**src/rtl/dvsd_mult_pkg.sv**
```systemverilog
// -----------------------------------------------------------------------------
// dvsd_mult_pkg
// Shared constants and helpers for the pipelined signed/unsigned multiplier.
//   WIDTH_MIN/WIDTH_MAX   : legal operand width range
//   STAGES_MIN/STAGES_MAX : legal pipeline latency range
//   bw_correction()       : Baugh-Wooley correction constant for a given width
// -----------------------------------------------------------------------------
package dvsd_mult_pkg;

  localparam int WIDTH_MIN  = 4;
  localparam int WIDTH_MAX  = 32;
  localparam int STAGES_MIN = 2;
  localparam int STAGES_MAX = 4;
  localparam int PROD_MAX   = 2 * WIDTH_MAX;

  // Baugh-Wooley correction: +2^W and +2^(2W-1), taken modulo 2^(2W).
  // Returned at the widest product size; callers keep the low 2*W bits.
  function automatic logic [PROD_MAX-1:0] bw_correction(input int width);
    logic [PROD_MAX-1:0] one_v;
    logic [PROD_MAX-1:0] corr_v;
    one_v  = {{(PROD_MAX-1){1'b0}}, 1'b1};
    corr_v = (one_v << width) | (one_v << (2 * width - 1));
    return corr_v;
  endfunction

endpackage

```
**src/rtl/dvsd_csa_tree.sv**
```systemverilog
// -----------------------------------------------------------------------------
// dvsd_csa_tree
// Combinational partial-product generator and 3:2 carry-save reduction.
// The product is sum + carry (mod 2^(2*WIDTH)).
//   a, b  : WIDTH-bit operands
//   sgn   : 1 = two's-complement operands (Baugh-Wooley), 0 = unsigned
//   sum   : 2*WIDTH-bit carry-save sum vector
//   carry : 2*WIDTH-bit carry-save carry vector
// -----------------------------------------------------------------------------
module dvsd_csa_tree
  import dvsd_mult_pkg::*;
#(
  parameter int WIDTH = 8
) (
  input  logic [WIDTH-1:0]   a,
  input  logic [WIDTH-1:0]   b,
  input  logic               sgn,
  output logic [2*WIDTH-1:0] sum,
  output logic [2*WIDTH-1:0] carry
);

  localparam int PW = 2 * WIDTH;
  localparam logic [PROD_MAX-1:0] CORR_FULL = bw_correction(WIDTH);
  localparam logic [PW-1:0]       CORR      = CORR_FULL[PW-1:0];

  // Running carry-save accumulator: row k holds the reduction of the
  // correction row plus partial-product rows 0..k-1.
  logic [WIDTH:0][PW-1:0] acc_sum_s;
  logic [WIDTH:0][PW-1:0] acc_carry_s;

  // The correction row seeds the accumulator only for signed operands.
  assign acc_sum_s[0]   = sgn ? CORR : {PW{1'b0}};
  assign acc_carry_s[0] = {PW{1'b0}};

  for (genvar gi = 0; gi < WIDTH; gi++) begin : g_row
    // Row gi is b[gi] times a. In signed mode the MSB-column term
    // (a[W-1]&b[gi], gi<W-1) and the MSB-row terms (a[j]&b[W-1], j<W-1)
    // are complemented; the corner term a[W-1]&b[W-1] keeps its polarity.
    localparam logic [WIDTH-1:0] FLIP = (gi == WIDTH - 1) ?
                                        {1'b0, {(WIDTH-1){1'b1}}} :
                                        {1'b1, {(WIDTH-1){1'b0}}};
    logic [WIDTH-1:0] pp_s;
    logic [PW-1:0]    row_s;

    assign pp_s  = (a & {WIDTH{b[gi]}}) ^ (FLIP & {WIDTH{sgn}});
    assign row_s = {{WIDTH{1'b0}}, pp_s} << gi;

    // 3:2 compressor: carries out of the top bit wrap away modulo 2^(2W).
    assign acc_sum_s[gi+1]   = acc_sum_s[gi] ^ acc_carry_s[gi] ^ row_s;
    assign acc_carry_s[gi+1] = ((acc_sum_s[gi] & acc_carry_s[gi]) |
                                (acc_sum_s[gi] & row_s) |
                                (acc_carry_s[gi] & row_s)) << 1;
  end

  assign sum   = acc_sum_s[WIDTH];
  assign carry = acc_carry_s[WIDTH];

endmodule

```
**src/rtl/dvsd_mult_pipe.sv**
```systemverilog
// -----------------------------------------------------------------------------
// dvsd_mult_pipe
// Pipelined WIDTH x WIDTH multiplier with valid/ready handshakes and a
// per-transaction signed/unsigned select. Latency is STAGES cycles.
//   clk, rst   : clock, synchronous active-high reset
//   in_valid   : a, b, sgn presented
//   in_ready   : operands accepted this cycle
//   a, b       : operands
//   sgn        : 1 = two's complement, 0 = unsigned
//   out_valid  : m holds a completed product
//   out_ready  : consumer takes m this cycle
//   m          : 2*WIDTH-bit product
//   busy       : any pipeline stage holds a valid entry
// -----------------------------------------------------------------------------
module dvsd_mult_pipe
  import dvsd_mult_pkg::*;
#(
  parameter int WIDTH  = 8,
  parameter int STAGES = 2
) (
  input  logic               clk,
  input  logic               rst,
  input  logic               in_valid,
  output logic               in_ready,
  input  logic [WIDTH-1:0]   a,
  input  logic [WIDTH-1:0]   b,
  input  logic               sgn,
  output logic               out_valid,
  input  logic               out_ready,
  output logic [2*WIDTH-1:0] m,
  output logic               busy
);

  if (WIDTH < WIDTH_MIN || WIDTH > WIDTH_MAX ||
      STAGES < STAGES_MIN || STAGES > STAGES_MAX) begin : g_param_check
    $error("dvsd_mult_pipe: WIDTH or STAGES outside the legal range");
  end

  localparam int PW     = 2 * WIDTH;
  localparam int EW     = 2 * PW;
  localparam int VW     = STAGES - 1;
  localparam int PIPE_W = VW * EW;

  // One carry-save entry. The operand mode is already folded into sum/carry
  // by the stage-1 reduction, so each entry carries its own sgn result.
  typedef struct packed {
    logic [PW-1:0] sum;
    logic [PW-1:0] carry;
  } entry_t;

  logic              adv_s;
  logic [PW-1:0]     tree_sum_s;
  logic [PW-1:0]     tree_carry_s;
  entry_t            head_s;
  entry_t            tail_s;
  logic              tail_vld_s;

  // Stage 1 sits in the low slot; each advance shifts entries one slot up.
  logic [PIPE_W-1:0] pipe_q, pipe_d;
  logic [VW-1:0]     vld_q, vld_d;
  logic [PW-1:0]     m_q, m_d;
  logic              out_valid_q, out_valid_d;

  dvsd_csa_tree #(
    .WIDTH(WIDTH)
  ) u_csa_tree (
    .a    (a),
    .b    (b),
    .sgn  (sgn),
    .sum  (tree_sum_s),
    .carry(tree_carry_s)
  );

  // Single global advance: every stage moves unless the output is stalled.
  assign adv_s      = !out_valid_q || out_ready;
  assign in_ready   = adv_s && !rst;
  assign head_s     = {tree_sum_s, tree_carry_s};
  assign tail_s     = pipe_q[PIPE_W-1 -: EW];
  assign tail_vld_s = vld_q[VW-1];

  assign out_valid  = out_valid_q;
  assign m          = m_q;
  assign busy       = (|vld_q) || out_valid_q;

  // Next-state for all stages: shift on advance, otherwise hold everything.
  always_comb begin
    pipe_d      = pipe_q;
    vld_d       = vld_q;
    m_d         = m_q;
    out_valid_d = out_valid_q;
    if (adv_s) begin
      pipe_d      = PIPE_W'({pipe_q, head_s});
      vld_d       = VW'({vld_q, in_valid && in_ready});
      out_valid_d = tail_vld_s;
      if (tail_vld_s) begin
        m_d = tail_s.sum + tail_s.carry;
      end else begin
        m_d = m_q;
      end
    end else begin
      pipe_d      = pipe_q;
      vld_d       = vld_q;
      m_d         = m_q;
      out_valid_d = out_valid_q;
    end
  end

  // Stage registers with synchronous reset discarding all in-flight entries.
  always_ff @(posedge clk) begin
    if (rst) begin
      pipe_q      <= {PIPE_W{1'b0}};
      vld_q       <= {VW{1'b0}};
      m_q         <= {PW{1'b0}};
      out_valid_q <= 1'b0;
    end else begin
      pipe_q      <= pipe_d;
      vld_q       <= vld_d;
      m_q         <= m_d;
      out_valid_q <= out_valid_d;
    end
  end

endmodule

```
**config.mk**
```make
export PLATFORM = sky130hd
export DESIGN_NAME = dvsd_mult_pipe
export DESIGN_NICKNAME = d
export VERILOG_FILES = /design/src/rtl/dvsd_mult_pkg.sv /design/src/rtl/dvsd_csa_tree.sv /design/src/rtl/dvsd_mult_pipe.sv
export SDC_FILE = /design/constraint.sdc
export NUM_CORES = 1
export LEC_CHECK = 0
export CORE_ASPECT_RATIO = 0.8
export CORE_UTILIZATION = 50
export CTS_CLUSTER_DIAMETER = 120
export CTS_CLUSTER_SIZE = 14
export DETAILED_ROUTE_END_ITERATION = 10
export PLACE_DENSITY_LB_ADDON = 0.2
export SLEW_MARGIN = 20
export SYNTH_ARGS = -nofsm -noshare
export SYNTH_HDL_FRONTEND = slang
export SYNTH_SLANG_ARGS = --single-unit
export TNS_END_PERCENT = 50
```
**constraint.sdc**
```tcl
create_clock -name clk -period 5.4 [get_ports clk]
set_input_delay 0.81 -clock clk [delete_from_list [all_inputs] [get_ports clk]]
set_output_delay 0.81 -clock clk [all_outputs]
set_load 0.005 [all_outputs]
```
==> out/summary.txt, run 1 <==
CP Capture Point - pipe_q[23]
worst reg2reg setup slack - 3680 ps
Total GRT Usage - 20.3%
reg2reg start - pipe_q[24]
post-DP HPWL - 4.86 mm
share of cells above drive strength 1 - 3.98%
Worst Max-Slew Pin Slew - 650 ps
setup_tns - 0 ps
critical-path maximum fanout - 8
routed via count - 2,657
switch share - 37.8%
Reg2Reg Depth - 7
Die Ht - 76.0 um
Starting Density - 52.6%
vias in the first global route - 2,760
slew margin rel. - 56.6%
detailed-router iteration count before antenna repair - 4
Post-Syn Area per Cell - 8.58 um^2
FF+latch count, synth - 42
post-cts resize count - 0
Detailed Route Iter0 Violations - 60
crit share post-route - 89.1%
WL per Instance - 12.3 um
status - finished, final reports clean
total power - 1.20 mW
DIE WIDTH - 94.5 um
WP data arrival - 5040 ps
Finished Cell Area - 3940 um^2
Async S/R FF share, synth - 0%
Setup Skew - 6.41 ps
Final Max Tran Viols - 0
Core Util, Final - 60.5%
CTS tree - built
CTS root buf - clkbuf_8
routed vias/inst - 5.20
number of fill cells - 600
Sequential Power Share - 34.2%
clk_lat worst skew - 290 ps
postcts setup bufs - 0
mapped cell area - 3420 um^2
CTS sink cnt - 42
Most used DFF post-synth - dfxtp_1
setup slack after layout - 588 ps
FF+latch area - 841 um^2
# H-tree levels - 2
final setup violation count - 0
die area - 7180 um^2
Max Cap Viol - 0
f_max - 208 MHz
critical path class - input pin to register
Comb power frac - 49.1%
worst path required time - 5630 ps
CTS Buf Count - 5
Leakage - 1.69 nW
Startpoint Class - input pin
final hold viol count - 0
largest net degree at the start of global routing - 51
row cnt - 26
Routed WL - 6.30 mm
Warnings, synthesis - 0
Routed Antenna Nets - 0
Clock Power Share - 16.7%
most frequent cells in the layout - 105 x nand2_1, 43 x fa_1, 42 x inv_1, 42 x dfxtp_1, 39 x clkdlybuf4s50_1
commonest non-fill, non-tap cell in the layout - nand2_1
HP Class - register to register
CTS max path bufs - 2
Core Area - 6510 um^2
Multi-input gate area - 2330 um^2
PD cells - 304 nW/um^2
post-synthesis cell count - 399
RSZ-0062 raised after global routing - false
IO Pins - 40
Netlist cell types - 42
GP Congestion - 0.762
internal cell power - 744 uW
clk slew on worst S/H paths - 80 ps
Area Overhead vs Synth - 15.1%
Syn Nets - 484
PortBufs - 39
CP startpoint - b[0]
Post-synth EDFFs - 0
DP Area - 3850 um^2
nets - 511
reg2reg end - m[14]
Residual DRC - 0
endpoint class of the critical path - register
setup slack at placement - 275 ps
register area share after synthesis - 24.6%
first-pass GRT wire length - 11.8 mm
n_diodes - 0
Final min period - 4810 ps
initial antenna violation count - 0
GRT overflow - 0
switching power - 453 uW
Peak VDD IR - 0.163 mV
Hold Buf Count CTS - 0
## layout make-up
cell class,instances,area share [%]
Timing Repair Buffer,43,10.7
Tap cell,84,2.67
Multi-Input combinational cell,292,59.1
Sequential cell,42,21.3
Clock inverter,2,0.349
Inverter,42,4.00
Clock buffer,6,1.84
## worst max-delay path, cell delays in order
cell and delay, ps:
clkdlybuf4s50_1 610, nand2_1 110, xnor2_1 140, ha_1 280, inv_1 50, fa_1 490
fa_1 430, fa_1 510, fa_1 430, fa_1 480, inv_1 50, fa_1 470
nand2_1 50, a21oi_1 130
## kinds of logic (layout without fill, tap and decap cells)
logic type,count (synthesis),count (layout),synth area share (%)
simple gates,155,155,20.4
fa+ha+maj,64,64,32.8
flops,42,42,24.6
buf+inv,65,93,7.39
compound gates,57,57,10.7
xor+xnor,16,16,4.10
## per-layer routing
metal  GRT usage [%]  part of all wire, %  vias up
met3            4.19                  3.4        7
met5               0                    0        -
met2            35.2                   48       35
li1                -                    -     1312
met4            3.79                 0.89        0
met1            26.2                   48     1303
## metrics by stage
stage               std cells  hold WS [ps]
floorplan                 399           432
global placement          503           442
detailed placement        503           443
CTS                       511           454
global route              511           467
finish                    511           451
## flip-flops by register name, summed over array words and instances, names as in the netlist
name and cells:
m 16, tail_vld_s 1, pipe_q 24, out_valid 1
## worst min-delay path by stage
stage | from | end | cells past startpoint
3_3_place_gp | pipe_q[17] | m[1] | 2
3_5_place_dp | m[11] | m[11] | 2
4_1_cts | m[11] | m[11] | 2
6_report | m[11] | m[11] | 2
2_1_floorplan | pipe_q[17] | pipe_q[17] | 2
5_1_grt | pipe_q[17] | m[1] | 2
## power groups by stage
stage | combinational, mW | clock, mW | sequential, mW
after global routing | 0.710 | 0.224 | 0.419
after floorplan | 0.450 | 0 | 0.410
after global placement | 0.582 | 0 | 0.417
after detailed placement | 0.596 | 0 | 0.419
after CTS | 0.599 | 0.206 | 0.411
final | 0.588 | 0.200 | 0.410
## Yosys cell counts, drive strengths merged (3+ instances only)
cell	number	area [um^2]
nand2	106	405
fa	43	861
dfxtp	42	841
inv	42	158
a21oi	34	170
ha	21	263
and2	19	119
clkbuf	17	63.8
xnor2	14	123
nor2	11	41.3
a211oi	8	65.1
buf	6	31.3
o21a	3	23.8
or2	3	18.8
No activity file was read; power rests on OpenSTA's default activity.
==> run 2: changes to the inputs <==
--- a/config.mk
+++ b/config.mk
@@ -11,7 +11,6 @@
 export CTS_CLUSTER_SIZE = 14
 export DETAILED_ROUTE_END_ITERATION = 10
 export PLACE_DENSITY_LB_ADDON = 0.2
-export SLEW_MARGIN = 20
 export SYNTH_ARGS = -nofsm -noshare
 export SYNTH_HDL_FRONTEND = slang
 export SYNTH_SLANG_ARGS = --single-unit
==> results of run 2 <==
No change in the layout: final DEF, timing and power equal those of run 1.
==> run 3: changes to the inputs <==
==> constraint.sdc (replaced) <==
create_clock -name clk -period 5.2 [get_ports clk]
set_input_delay 0.78 -clock clk [delete_from_list [all_inputs] [get_ports clk]]
set_output_delay 0.78 -clock clk [all_outputs]
set_load 0.005 [all_outputs]
==> run 3 against run 2 <==
  * Die area unchanged
  * Cell count up 1.4%
  * Wire length up 1.9%
  * Setup slack worse by 130 ps
  * Power up 4.4%
  * Combinational power up 4.8%
  * First-iteration DRC count up 63%
  * Global-route usage down 0.085 points
  * Via count down 0.23%
  * Sequential cell count unchanged
  * Highest routed layer unchanged
==> out/summary.txt, run 3 (same netlist as run 1, synthesis figures left out) <==
status - finished, final reports clean (unchanged)
Total GRT Usage - 20.2% (was 20.3%)
CTS tree - built (unchanged)
max FFs per register - 24 (unchanged)
Residual DRC - 0 (unchanged)
Crit path largest cell delay - 590 ps (was 610 ps)
crit share post-route - 91.2%
critical path class - input pin to register (unchanged)
crit-path most repeated cell - fa_1 (unchanged)
HP Class - register to register (unchanged)
Routed WL - 6.42 mm (was 6.30 mm)
DP Area - 3910 um^2 (was 3850 um^2)
routed vias/inst - 5.12 (was 5.20)
top cell family by delay on the critical path - adder cells (unchanged)
Max Cap Viol - 0 (unchanged)
setup slack at placement - 143 ps (was 275 ps)
CP max-delay cell - clkdlybuf4s50_1 (unchanged)
Layout Cells excl Fill - 518 (was 511)
Reg2Reg Depth - 7 (unchanged)
share of cells above drive strength 1 - 5.53% (was 3.98%)
Reg with most FFs - pipe_q (unchanged)
Routed Antenna Nets - 0 (unchanged)
CTS max path bufs - 2 (unchanged)
Core Area - 6510 um^2 (unchanged)
clk_lat worst skew - 290 ps (about the same)
PortBufs - 39 (unchanged)
placed cell count - 510 (was 503)
n_diodes - 0 (unchanged)
worst path required time - 5430 ps (was 5630 ps)
final setup violation count - 0 (unchanged)
Starting Density - 52.6% (unchanged)
Startpoint Class - input pin (unchanged)
f_max - 211 MHz
Area Overhead vs Synth - 16.6% (was 15.1%)
Bufs and invs on worst path - 2 (was 3)
IO Pins - 40 (unchanged)
vias in the first global route - 2,737 (was 2,760)
commonest non-fill, non-tap cell in the layout - nand2_1 (unchanged)
first-pass GRT wire length - 11.7 mm (was 11.8 mm)
die area - 7180 um^2 (unchanged)
Detailed Route Iter0 Violations - 98 (was 60)
Final min period - 4740 ps
slew margin rel. - 59.8% (was 56.6%)
postcts setup bufs - 0 (unchanged)
initial antenna violation count - 0 (unchanged)
total power - 1.25 mW (was 1.20 mW)
Core Util, Final - 61.3% (was 60.5%)
GP Congestion - 0.785 (was 0.762)
setup_tns - 0 ps (unchanged)
WP data arrival - 4970 ps (was 5040 ps)
final hold viol count - 0 (unchanged)
Leakage - 1.72 nW (was 1.69 nW)
RSZ-0062 raised after global routing - false (unchanged)
post-DP HPWL - 4.95 mm (was 4.86 mm)
WP depth - 13 (was 14)
routed via count - 2,651 (was 2,657)
DIE WIDTH - 94.5 um (unchanged)
CTS root buf - clkbuf_8 (unchanged)
detailed-router iteration count before antenna repair - 4 (unchanged)
Peak VDD IR - 0.206 mV (was 0.163 mV)
most frequent cells in the layout - 105 x nand2_1, 43 x fa_1, 42 x inv_1, 42 x dfxtp_1, 39 x clkdlybuf4s50_1 (unchanged)
worst-path cell chain - clkdlybuf4s50_1 -> nand2_1 -> ha_1 -> xor2_1 -> fa_1 -> fa_1 -> fa_1 -> fa_1 -> fa_1 -> inv_1 -> fa_1 -> nand2_1 -> a21oi_1 (was clkdlybuf4s50_1 -> nand2_1 -> xnor2_1 -> ha_1 -> inv_1 -> fa_1 -> fa_1 -> fa_1 -> fa_1 -> fa_1 -> inv_1 -> fa_1 -> nand2_1 -> a21oi_1)
post-cts resize count - 0 (unchanged)
GRT overflow - 0 (unchanged)
Finished Cell Area - 3990 um^2 (was 3940 um^2)
Setup Skew - 2.24 ps (was 6.41 ps)
Hold Slack - 454 ps (was 451 ps)
Final Max Tran Viols - 0 (unchanged)
WL per Instance - 12.4 um (was 12.3 um)
clk slew on worst S/H paths - 80 ps (about the same)
largest net degree at the start of global routing - 51 (unchanged)
Worst Max-Slew Pin Slew - 603 ps (was 650 ps)
# H-tree levels - 2 (unchanged)
PD cells - 313 nW/um^2 (was 304 nW/um^2)
endpoint class of the critical path - register (unchanged)
CTS Buf Count - 5 (unchanged)
critical-path maximum fanout - 8 (unchanged)
nets - 518 (was 511)
CTS sink cnt - 42 (unchanged)
Hold Buf Count CTS - 0 (unchanged)
row cnt - 26 (unchanged)
hold path depth - 2 (unchanged)
Die Ht - 76.0 um (unchanged)
setup slack after layout - 456 ps (was 588 ps)
-- run 3: cell types whose count changed in the layout (fill, tap and decap cells not counted) --
cell,before,now
buf_4,4,11
-- run 3: path summary, 6_finish.rpt --
| check | startpoint | end | slack, ps |
|---|---|---|---|
| worst max-delay path | b[1] | pipe_q[24] | 460 |
| worst min-delay path | m[10] | m[10] | 450 |
| worst max register to register | pipe_q[8] | m[12] | 3440 |
| worst min register to register | m[10] | m[10] | 450 |
-- run 3: metal layers --
metal	global-route usage (%)	vias up	wire, um
met3	3.99	5	212
met4	3.03	0	31
li1	-	1322	-
met2	34.7	34	3070
met5	0	-	0
met1	26.8	1290	3100
-- run 3: area by class of cell --
class	count	area, um^2
fill	604	2510
multi-input combinational	292	2330
sequential	42	841
timing repair buffer	50	473
inverter	42	158
tap	84	105
clock buffer	6	72.6
clock inverter	2	13.8
-- run 3: worst min-delay path, cell delays in order, from the launching register on --
cell,delay [ps]
dfxtp_1,320
nand2_1,50
a21oi_1,50
-- run 3: where the power goes --
| part | internal, mW | switching, mW |
|---|---|---|
| Combinational | 0.292 | 0.324 |
| Clock | 0.0948 | 0.115 |
| Sequential | 0.389 | 0.0364 |
